===== src/rtl/cpu_defs_pkg.sv =====
// Shared encodings for the multicycle CPU control path:
// opcodes, ALU codes, mux selects, FSM states and the control bundle.
package cpu_defs_pkg;

    localparam logic [5:0] OP_RTYPE = 6'h00;
    localparam logic [5:0] OP_ADDI  = 6'h01;
    localparam logic [5:0] OP_ANDI  = 6'h02;
    localparam logic [5:0] OP_ORI   = 6'h03;
    localparam logic [5:0] OP_LW    = 6'h04;
    localparam logic [5:0] OP_SW    = 6'h05;
    localparam logic [5:0] OP_BEQZ  = 6'h06;
    localparam logic [5:0] OP_J     = 6'h07;
    localparam logic [5:0] OP_HALT  = 6'h3F;

    localparam logic [3:0] ALU_ADD   = 4'd0;
    localparam logic [3:0] ALU_SUB   = 4'd1;
    localparam logic [3:0] ALU_AND   = 4'd2;
    localparam logic [3:0] ALU_OR    = 4'd3;
    localparam logic [3:0] ALU_XOR   = 4'd4;
    localparam logic [3:0] ALU_SLL   = 4'd5;
    localparam logic [3:0] ALU_SRL   = 4'd6;
    localparam logic [3:0] ALU_PASSA = 4'd7;

    localparam logic [1:0] PCS_ALU    = 2'b00;
    localparam logic [1:0] PCS_ALUOUT = 2'b01;
    localparam logic [1:0] PCS_JUMP   = 2'b10;
    localparam logic [1:0] PCS_ZERO   = 2'b11;

    localparam logic [1:0] SRCB_B    = 2'b00;
    localparam logic [1:0] SRCB_ONE  = 2'b01;
    localparam logic [1:0] SRCB_SEXT = 2'b10;
    localparam logic [1:0] SRCB_ZEXT = 2'b11;

    localparam logic [3:0] S_FETCH   = 4'd0;
    localparam logic [3:0] S_DECODE  = 4'd1;
    localparam logic [3:0] S_EXEC    = 4'd2;
    localparam logic [3:0] S_ALU_WB  = 4'd3;
    localparam logic [3:0] S_MEM_RD  = 4'd4;
    localparam logic [3:0] S_LD_WB   = 4'd5;
    localparam logic [3:0] S_MEM_WR  = 4'd6;
    localparam logic [3:0] S_BR_TGT  = 4'd7;
    localparam logic [3:0] S_BR_EVAL = 4'd8;
    localparam logic [3:0] S_BR_NT   = 4'd9;
    localparam logic [3:0] S_JMP     = 4'd10;
    localparam logic [3:0] S_HALTED  = 4'd11;

    typedef struct packed {
        logic       pc_write;
        logic       pc_write_cond;
        logic       mem_read;
        logic       mem_write;
        logic       ir_write;
        logic       mem_to_reg;
        logic       alu_src_a;
        logic       reg_write;
        logic [1:0] pc_source;
        logic [1:0] alu_src_b;
        logic [3:0] alu_op;
    } ctrl_t;

    function automatic ctrl_t pc_inc(input ctrl_t c);
        ctrl_t r;
        r           = c;
        r.alu_src_a = 1'b0;
        r.alu_src_b = SRCB_ONE;
        r.alu_op    = ALU_ADD;
        r.pc_source = PCS_ALU;
        r.pc_write  = 1'b1;
        return r;
    endfunction

endpackage


===== src/rtl/control_decode.sv =====
// Combinational state+opcode decode: control vector, next state,
// retire strobe and halt/illegal set requests.
module control_decode
    import cpu_defs_pkg::*;
(
    input  logic [3:0] state,
    input  logic [5:0] op,
    input  logic [3:0] funct,
    input  logic       alu_zero,
    output ctrl_t      ctrl,
    output logic [3:0] next_state,
    output logic       retire,
    output logic       halt_set,
    output logic       illegal_set
);

    always_comb begin
        ctrl        = '0;
        next_state  = state;
        retire      = 1'b0;
        halt_set    = 1'b0;
        illegal_set = 1'b0;
        case (state)
            S_FETCH: begin
                ctrl.ir_write = 1'b1;
                next_state    = S_DECODE;
            end
            S_DECODE: begin
                case (op)
                    OP_RTYPE, OP_ADDI,
                    OP_ANDI, OP_ORI: next_state = S_EXEC;
                    OP_LW:           next_state = S_MEM_RD;
                    OP_SW:           next_state = S_MEM_WR;
                    OP_BEQZ:         next_state = S_BR_TGT;
                    OP_J:            next_state = S_JMP;
                    OP_HALT: begin
                        next_state = S_HALTED;
                        halt_set   = 1'b1;
                    end
                    default: begin
                        next_state  = S_HALTED;
                        halt_set    = 1'b1;
                        illegal_set = 1'b1;
                    end
                endcase
            end
            S_EXEC: begin
                ctrl.alu_src_a = 1'b1;
                case (op)
                    OP_RTYPE: begin
                        ctrl.alu_src_b = SRCB_B;
                        ctrl.alu_op    = funct;
                    end
                    OP_ADDI: begin
                        ctrl.alu_src_b = SRCB_SEXT;
                        ctrl.alu_op    = ALU_ADD;
                    end
                    OP_ANDI: begin
                        ctrl.alu_src_b = SRCB_ZEXT;
                        ctrl.alu_op    = ALU_AND;
                    end
                    OP_ORI: begin
                        ctrl.alu_src_b = SRCB_ZEXT;
                        ctrl.alu_op    = ALU_OR;
                    end
                    default: ;
                endcase
                next_state = S_ALU_WB;
            end
            S_ALU_WB: begin
                ctrl           = pc_inc(ctrl);
                ctrl.reg_write = 1'b1;
                retire         = 1'b1;
                next_state     = S_FETCH;
            end
            S_MEM_RD: begin
                ctrl.mem_read = 1'b1;
                next_state    = S_LD_WB;
            end
            S_LD_WB: begin
                ctrl            = pc_inc(ctrl);
                ctrl.reg_write  = 1'b1;
                ctrl.mem_to_reg = 1'b1;
                retire          = 1'b1;
                next_state      = S_FETCH;
            end
            S_MEM_WR: begin
                ctrl           = pc_inc(ctrl);
                ctrl.mem_write = 1'b1;
                retire         = 1'b1;
                next_state     = S_FETCH;
            end
            S_BR_TGT: begin
                ctrl.alu_src_b = SRCB_SEXT;
                ctrl.alu_op    = ALU_ADD;
                next_state     = S_BR_EVAL;
            end
            S_BR_EVAL: begin
                // A passes through the ALU; zero flag decides the PC write
                ctrl.alu_src_a     = 1'b1;
                ctrl.alu_op        = ALU_PASSA;
                ctrl.pc_write_cond = 1'b1;
                ctrl.pc_source     = PCS_ALUOUT;
                ctrl.pc_write      = alu_zero;
                retire             = alu_zero;
                next_state         = alu_zero ? S_FETCH : S_BR_NT;
            end
            S_BR_NT: begin
                ctrl       = pc_inc(ctrl);
                retire     = 1'b1;
                next_state = S_FETCH;
            end
            S_JMP: begin
                ctrl.pc_write  = 1'b1;
                ctrl.pc_source = PCS_JUMP;
                retire         = 1'b1;
                next_state     = S_FETCH;
            end
            S_HALTED: next_state = S_HALTED;
            default:  next_state = S_FETCH;
        endcase
    end

endmodule


===== src/rtl/multicycle_control.sv =====
// Multicycle CPU control FSM: state register, sticky halt/illegal
// flags and retired-instruction counter around control_decode.
module multicycle_control
    import cpu_defs_pkg::*;
#(
    parameter int CNT_W = 32
) (
    input  logic             clk,
    input  logic             reset,
    input  logic [31:0]      IReg_out,
    input  logic             alu_zero,
    output logic             PCWrite,
    output logic             PCWriteCond,
    output logic             IorD,
    output logic             MemRead,
    output logic             MemWrite,
    output logic             IRWrite,
    output logic             MemtoReg,
    output logic             ALUSrcA,
    output logic             RegWrite,
    output logic             RegDst,
    output logic [1:0]       PCSource,
    output logic [1:0]       ALUSrcB,
    output logic [3:0]       ALUOp,
    output logic             halted,
    output logic             illegal_op,
    output logic [CNT_W-1:0] instr_count
);

    logic [3:0] state;
    logic [3:0] next_state;
    ctrl_t      dec_ctrl;
    ctrl_t      ctrl;
    logic       retire;
    logic       halt_set;
    logic       illegal_set;
    logic       unused_ir;

    assign unused_ir = ^IReg_out[25:4];

    control_decode u_decode (
        .state       (state),
        .op          (IReg_out[31:26]),
        .funct       (IReg_out[3:0]),
        .alu_zero    (alu_zero),
        .ctrl        (dec_ctrl),
        .next_state  (next_state),
        .retire      (retire),
        .halt_set    (halt_set),
        .illegal_set (illegal_set)
    );

    // Reset is applied combinationally so an aborted instruction
    // cannot leak a write while reset is held.
    assign ctrl = reset ? '0 : dec_ctrl;

    assign PCWrite     = ctrl.pc_write;
    assign PCWriteCond = ctrl.pc_write_cond;
    assign IorD        = 1'b0;
    assign MemRead     = ctrl.mem_read;
    assign MemWrite    = ctrl.mem_write;
    assign IRWrite     = ctrl.ir_write;
    assign MemtoReg    = ctrl.mem_to_reg;
    assign ALUSrcA     = ctrl.alu_src_a;
    assign RegWrite    = ctrl.reg_write;
    assign RegDst      = 1'b0;
    assign PCSource    = ctrl.pc_source;
    assign ALUSrcB     = ctrl.alu_src_b;
    assign ALUOp       = ctrl.alu_op;

    always_ff @(posedge clk or posedge reset) begin
        if (reset) begin
            state       <= S_FETCH;
            halted      <= 1'b0;
            illegal_op  <= 1'b0;
            instr_count <= '0;
        end else begin
            state <= next_state;
            if (halt_set)
                halted <= 1'b1;
            if (illegal_set)
                illegal_op <= 1'b1;
            if (retire)
                instr_count <= instr_count + CNT_W'(1);
        end
    end

endmodule


===== config.mk =====
export PLATFORM = sky130hd
export DESIGN_NAME = multicycle_control
export DESIGN_NICKNAME = d
export VERILOG_FILES = /design/src/rtl/cpu_defs_pkg.sv /design/src/rtl/control_decode.sv /design/src/rtl/multicycle_control.sv
export SDC_FILE = /design/constraint.sdc
export NUM_CORES = 1
export LEC_CHECK = 0
export BUFFER_PORTS_ARGS = -buffer_cell sky130_fd_sc_hd__buf_2
export CORE_UTILIZATION = 40
export DETAILED_ROUTE_END_ITERATION = 16
export HOLD_SLACK_MARGIN = 0.05
export PLACE_DENSITY = 0.78
export SKIP_LAST_GASP = 1
export SYNTH_ARGS = -nofsm -noshare
export SYNTH_HDL_FRONTEND = slang
export SYNTH_HIERARCHICAL = 1
export SYNTH_SLANG_ARGS = --single-unit

===== constraint.sdc =====
create_clock -name clk -period 8.2 [get_ports clk]
set_clock_uncertainty 0.2 [all_clocks]
set_input_delay 0.41 -clock clk [delete_from_list [all_inputs] [get_ports clk]]
set_output_delay 0.41 -clock clk [all_outputs]
set_load 0.1 [all_outputs]

Yosys cells after proc, flatten, opt, wreduce, memory -nomap -nowiden

Index checks and enable logic that the tools add are counted.
Widths: inputs -> output; s select.

Memories: 0
Register bits after elaboration: 38
RAM bits: 0
Logic and storage cells: 53
Bits in latches: 0
Input port bits: 35
Memory bits (read-only): 0
Output and inout port bits: 52

Bitwise operators: 0
Reductions and logical operators: 9
Multipliers: 0
Muxes and demuxes: 20
Magnitude comparators: 0
Equality and inequality tests: 19
Add/sub/neg operators: 1
Divide/modulo/power cells: 0
Shift operators: 0

Operators with widths:

| operator              | number |
|---|---|
| $add 32x1->32 const B | 1 |
| $pmux 4 s7            | 1 |
| $eq 6x3->1 const B    | 4 |
| $pmux 6 s4            | 1 |
| $pmux 4 s5            | 1 |
| $eq 4x3->1 const B    | 4 |
| $eq 4x4->1 const B    | 4 |
| $mux 16               | 1 |
| $eq 6x2->1 const B    | 2 |
| $mux 1                | 11 |
| $reduce_or 9->1       | 1 |
| $eq 4x2->1 const B    | 2 |
| $pmux 4 s2            | 1 |
| $reduce_or 4->1       | 2 |
| $reduce_or 8->1       | 1 |
| $eq 6x1->1 const B    | 1 |
| $eq 6x6->1 const B    | 1 |
| $logic_not 6->1       | 1 |
| $pmux 2 s3            | 1 |
| $reduce_or 5->1       | 1 |
| $eq 4x1->1 const B    | 1 |
| $logic_not 4->1       | 1 |
| $mux 4                | 1 |
| $pmux 2 s2            | 1 |
| 2 further kinds       | 3 |

Longest topological paths before layout

Word-level depth: 4
Depth in mapped cells: 8
Gate-level depth less buffers: 7

Cells and area by module

The synthesis kept the hierarchy.

Modules (own cells, without submodules):

| module             | seq. area each (µm²) | times used | area each (µm²) | cells each |
|---|---|---|---|---|
| multicycle_control | 950.9                | 1          | 1715.4          | 149 |
| control_decode     | 0.0                  | 1          | 422.9           | 68 |

Worst setup path before layout

Ideal clock, no wire load.

Path kind: reg-to-output
Start point: register state[0]
End point: output port PCWrite
Cell stages (with the launch flop): 7
Required time: 7590 ps
Arrival: 2870 ps
Path slack: 4720 ps
Buffers on the path: 2
Path through: dfrtp_1 -> buf_1 -> nand2_1 -> o21a_1 -> o22ai_1 -> buf_4 -> nor2b_1

Cells in the longest elaborated chain, start to end: 4
Elaborated cells on any way between the ends: 9
Classes of those cells: eq/ne: 6; mux: 2; reduce/logical: 1

RTL lines:

| item                                     | line                     | RTL |
|---|---|---|
| start: declaration                       | multicycle_control.sv:30 | `logic [3:0] state;` |
| start signal: assignment                 | multicycle_control.sv:78 | `state <= next_state;` |
| $eq 4x2->1, or another cell as far along | -                        |  |
| $reduce_or 5->1 (no line)                | -                        |  |
| $pmux 1 s2 (*)                           | -                        |  |
| net retire                               | multicycle_control.sv:34 | `logic retire;` |
| $mux 16 (*)                              | multicycle_control.sv:55 | `assign ctrl = reset ? '0 : dec_ctrl;` |
| end: declaration                         | multicycle_control.sv:12 | `output logic PCWrite,` |

Mark *: on every way through the listed nets, which the timed path passes. The rest lies on a longest branch.

Worst setup path after layout

Start point: register state[1]
End point: register instr_count[25]

Cells in the longest elaborated chain, start to end: 3
Elaborated cells on any way between the ends: 8
Classes of those cells: eq/ne: 6; mux: 1; reduce/logical: 1

RTL lines:

| item                                     | line                     | RTL |
|---|---|---|
| $eq 4x2->1, or another cell as far along | control_decode.sv:23     | `case (state)` |
| $reduce_or 5->1 (no line)                | -                        |  |
| $pmux 1 s2 (*)                           | control_decode.sv:23     |  |
| net retire                               | multicycle_control.sv:34 |  |
| end signal: assignment                   | multicycle_control.sv:84 | `instr_count <= instr_count + CNT_W'(1);` |
| end: declaration                         | multicycle_control.sv:27 | `output logic [CNT_W-1:0] instr_count` |

Marked as above.
A chain may end at the register's enable or synchronous reset.

==> out/results.txt <==
status: finished, final reports clean
#FFs+latches synth: 38
mean area per synthesized cell: 9.85 um2
pre-CTS WS: 5.01 ns
Critical path buffers and inverters: 0
Worst EP arrival: 3.14 ns
HPWL after DPL: 3.20 mm
First-pass DRT Iterations: 4
power share of the combinational group: 49.7%
dpl cells: 342
Clk pin slew, worst setup/hold paths: 0.07 ns
wl on met1: 2.12 mm
overall die height: 75.1 um
worst r2r src: state[1]
critical path's top delay family: simple AND/OR/NAND/NOR gates
Residual DRC: 0
register share of total power: 34.5%
initial antenna violation count: 0
CP Launch Type: register
Post-synth EDFFs: 0
unrepaired setup endpoints after global routing: false
VDD IR-drop max: 0.298 mV
Worst path max stage delay: 0.65 ns
overall global routing resource usage: 16.7%
post-layout util: 50.3%
Reg area: 951 um2
gpl congestion: 0.789
hold_sp: alu_zero
slew margin rel.: 54.1%
Top Ports: 87
WP data required: 8.17 ns
max-slew violations: 0
# port buffers: 62
Syn Inst Count: 217
core box area: 5140 um2
Max Used Layer: met4
antenna diode count: 0
Top FF cell, synth: dfrtp_1
CTS max path bufs: 2
die area: 5640 um2
H-tree depth: 2
area of the multi-input gates: 1110 um2
Crit Path Max Fanout: 16
Die Width: 75.1 um
most common cell after layout, fill and taps aside: buf_2
total CTS buffers: 5
CTS tree: done
Final Hold Viols: 0
Synth cell types: 49
share of the synthesized area in the top cell type: 44.5%
Worst Hold Class: primary input to register
Max Cap Viol: 0
sequential share of the synthesized area: 44.5%
Fill cells: 497
area grow syn2layout: 20.8%
post-route cell area: 2580 um2
largest net degree at the start of global routing: 35
Fmax achieved: 0.315 GHz
Starting Density: 41.6%
Skew-Pair Late Insertion Delay: 0.28 ns
Static Leak: 0.00127 uW
clk root buf: clkbuf_8
Met3 Wirelength: 240 um
PD cells: 291 nW/um2
post-route setup TNS: 0 ns
Synthesis Warnings: 6
global route overflow: 0
final setup margin: 5.02 ns
via/cell ratio: 5.03
leading area contributor after synthesis: dfrtp_1
CTS-repair resized insts: 0
number of global-route vias before repair: 1,560
worst path cell trace: nand2_1 -> o21a_1 -> o22ai_1 -> nand4_2 -> nor4_4 -> nand4_1 -> xnor2_1
wire length per cell: 12.8 um
Final Cycle Share: 38.8%
met2 wire length: 2.09 mm
first-pass GRT wire length: 7.18 mm
number of cell rows: 26
top post-synthesis cells by area: dfrtp_1 (44%), xnor2_1 (11%), nor2b_1 (5.3%), nand4_1 (3.8%), nand2_1 (3.3%)
FFs w/ async S/R, synth: 100%
Detailed Route WL: 4.48 mm
Nets: 316
Iter 0 DRT Violations: 95
most frequent cells in the layout: buf_2 (62), dfrtp_1 (38), xnor2_1 (26)
crit path capture type: register
Final Setup Violations: 0
CTS sink count: 38
critical path's slowest cell: nor4_4
Post-DP Area: 2490 um2
vias: 1,762
Switching Share: 52.2%
Cell Area, Synth: 2140 um2
final cell count without fillers: 350
final antenna-violating net count: 0
Clk pwr share: 15.8%
Critical Path Start: state[1]
crit path kind: register to register
internal power: 359 uW
Worst-Margin Slew: 0.688 ns
layout cells sized above 1: 28.9%
switching pwr: 392 uW
Tmin final: 3.18 ns
==> worst reg2reg max path: cells and delay by family, from the launching register on <==
kind	cells	cell delay, ns
simple gates	4	1.36
flops	1	0.61
xor+xnor	1	0.15
compound gates	2	0.75
==> final timing paths <==
path                                    to  slack, ns  cells after the start
min                               state[3]       0.19                      2
max reg2reg                instr_count[25]       5.02                      7
min reg2reg                     illegal_op       0.26                      1
max                        instr_count[25]       5.02                      7
min in group asynchronous         state[2]       0.51                      3
max in group asynchronous           halted       6.64                      4
==> Yosys cell counts (2+ instances only) <==
| cell type | instances |
|---|---|
| nor3_1 | 5 |
| xnor2_1 | 26 |
| inv_1 | 7 |
| nand3b_1 | 3 |
| or3_1 | 2 |
| o21ai_0 | 2 |
| nand4_2 | 2 |
| buf_4 | 4 |
| buf_2 | 3 |
| nor2_1 | 11 |
| a21oi_1 | 2 |
| nand2_1 | 19 |
| nor4_4 | 2 |
| o21ai_1 | 3 |
| xor2_1 | 6 |
| nor2b_1 | 18 |
| nor4bb_1 | 2 |
| nand2b_1 | 4 |
| or2_2 | 3 |
| and4_1 | 3 |
| nand3_1 | 11 |
| dfrtp_1 | 38 |
| nand4_1 | 13 |
| and3_1 | 3 |
==> logic make-up after synthesis <==
group | after synthesis | synth area share, %
and+or+nand+nor | 108 | 31.0
muxes | 1 | 0.527
AOI/OAI and AO/OA | 20 | 6.50
DFF | 38 | 44.5
buffers and inverters | 16 | 3.69
other | 1 | 0.175
xor gates and xnor gates | 32 | 13.1
adders and majority gates | 1 | 0.585
==> timing repair <==
item,CTS,global route
hold buffers,1,0
endpoints found under the hold margin,4,0
buffers inserted,0,0
==> final cells by class <==
cell class | instances | area share (%)
clock inverters | 2 | 0.387
clock buffers | 5 | 2.66
inverters | 7 | 1.02
multi-input cells | 164 | 43.1
flip-flops and latches | 38 | 36.8
well taps | 70 | 3.39
repair buffers | 64 | 12.7
==> power by group through the flow <==
stage / combinational [uW] / clock, uW / sequential [uW]
2_1_floorplan: 238 / 0 / 349
3_3_place_gp: 372 / 0 / 261
3_5_place_dp: 375 / 0 / 262
4_1_cts: 376 / 120 / 259
5_1_grt: 398 / 128 / 266
6_report: 373 / 119 / 259
==> metrics by stage <==
| step | power [uW] | hold slack (ns) |
|---|---|---|
| after CTS | 755 | 0.193 |
| after global placement | 633 | 0.242 |
| after floorplan | 587 | 0.336 |
| after detailed placement | 636 | 0.250 |
| after global routing | 792 | 0.212 |
| final | 751 | 0.193 |
==> layer usage <==
| layer | up-vias | track usage, % |
|---|---|---|
| li1 | 876 | - |
| met1 | 831 | 22.6 |
| met2 | 51 | 27.6 |
| met3 | 4 | 3.35 |
| met4 | 0 | 4.40 |
| met5 | - | 0 |
==> registers in the layout (all words and copies together), names as in the netlist <==
name / flops
instr_count: 32
state: 4
halted: 1
illegal_op: 1
No activity file was read; power rests on OpenSTA's default activity.
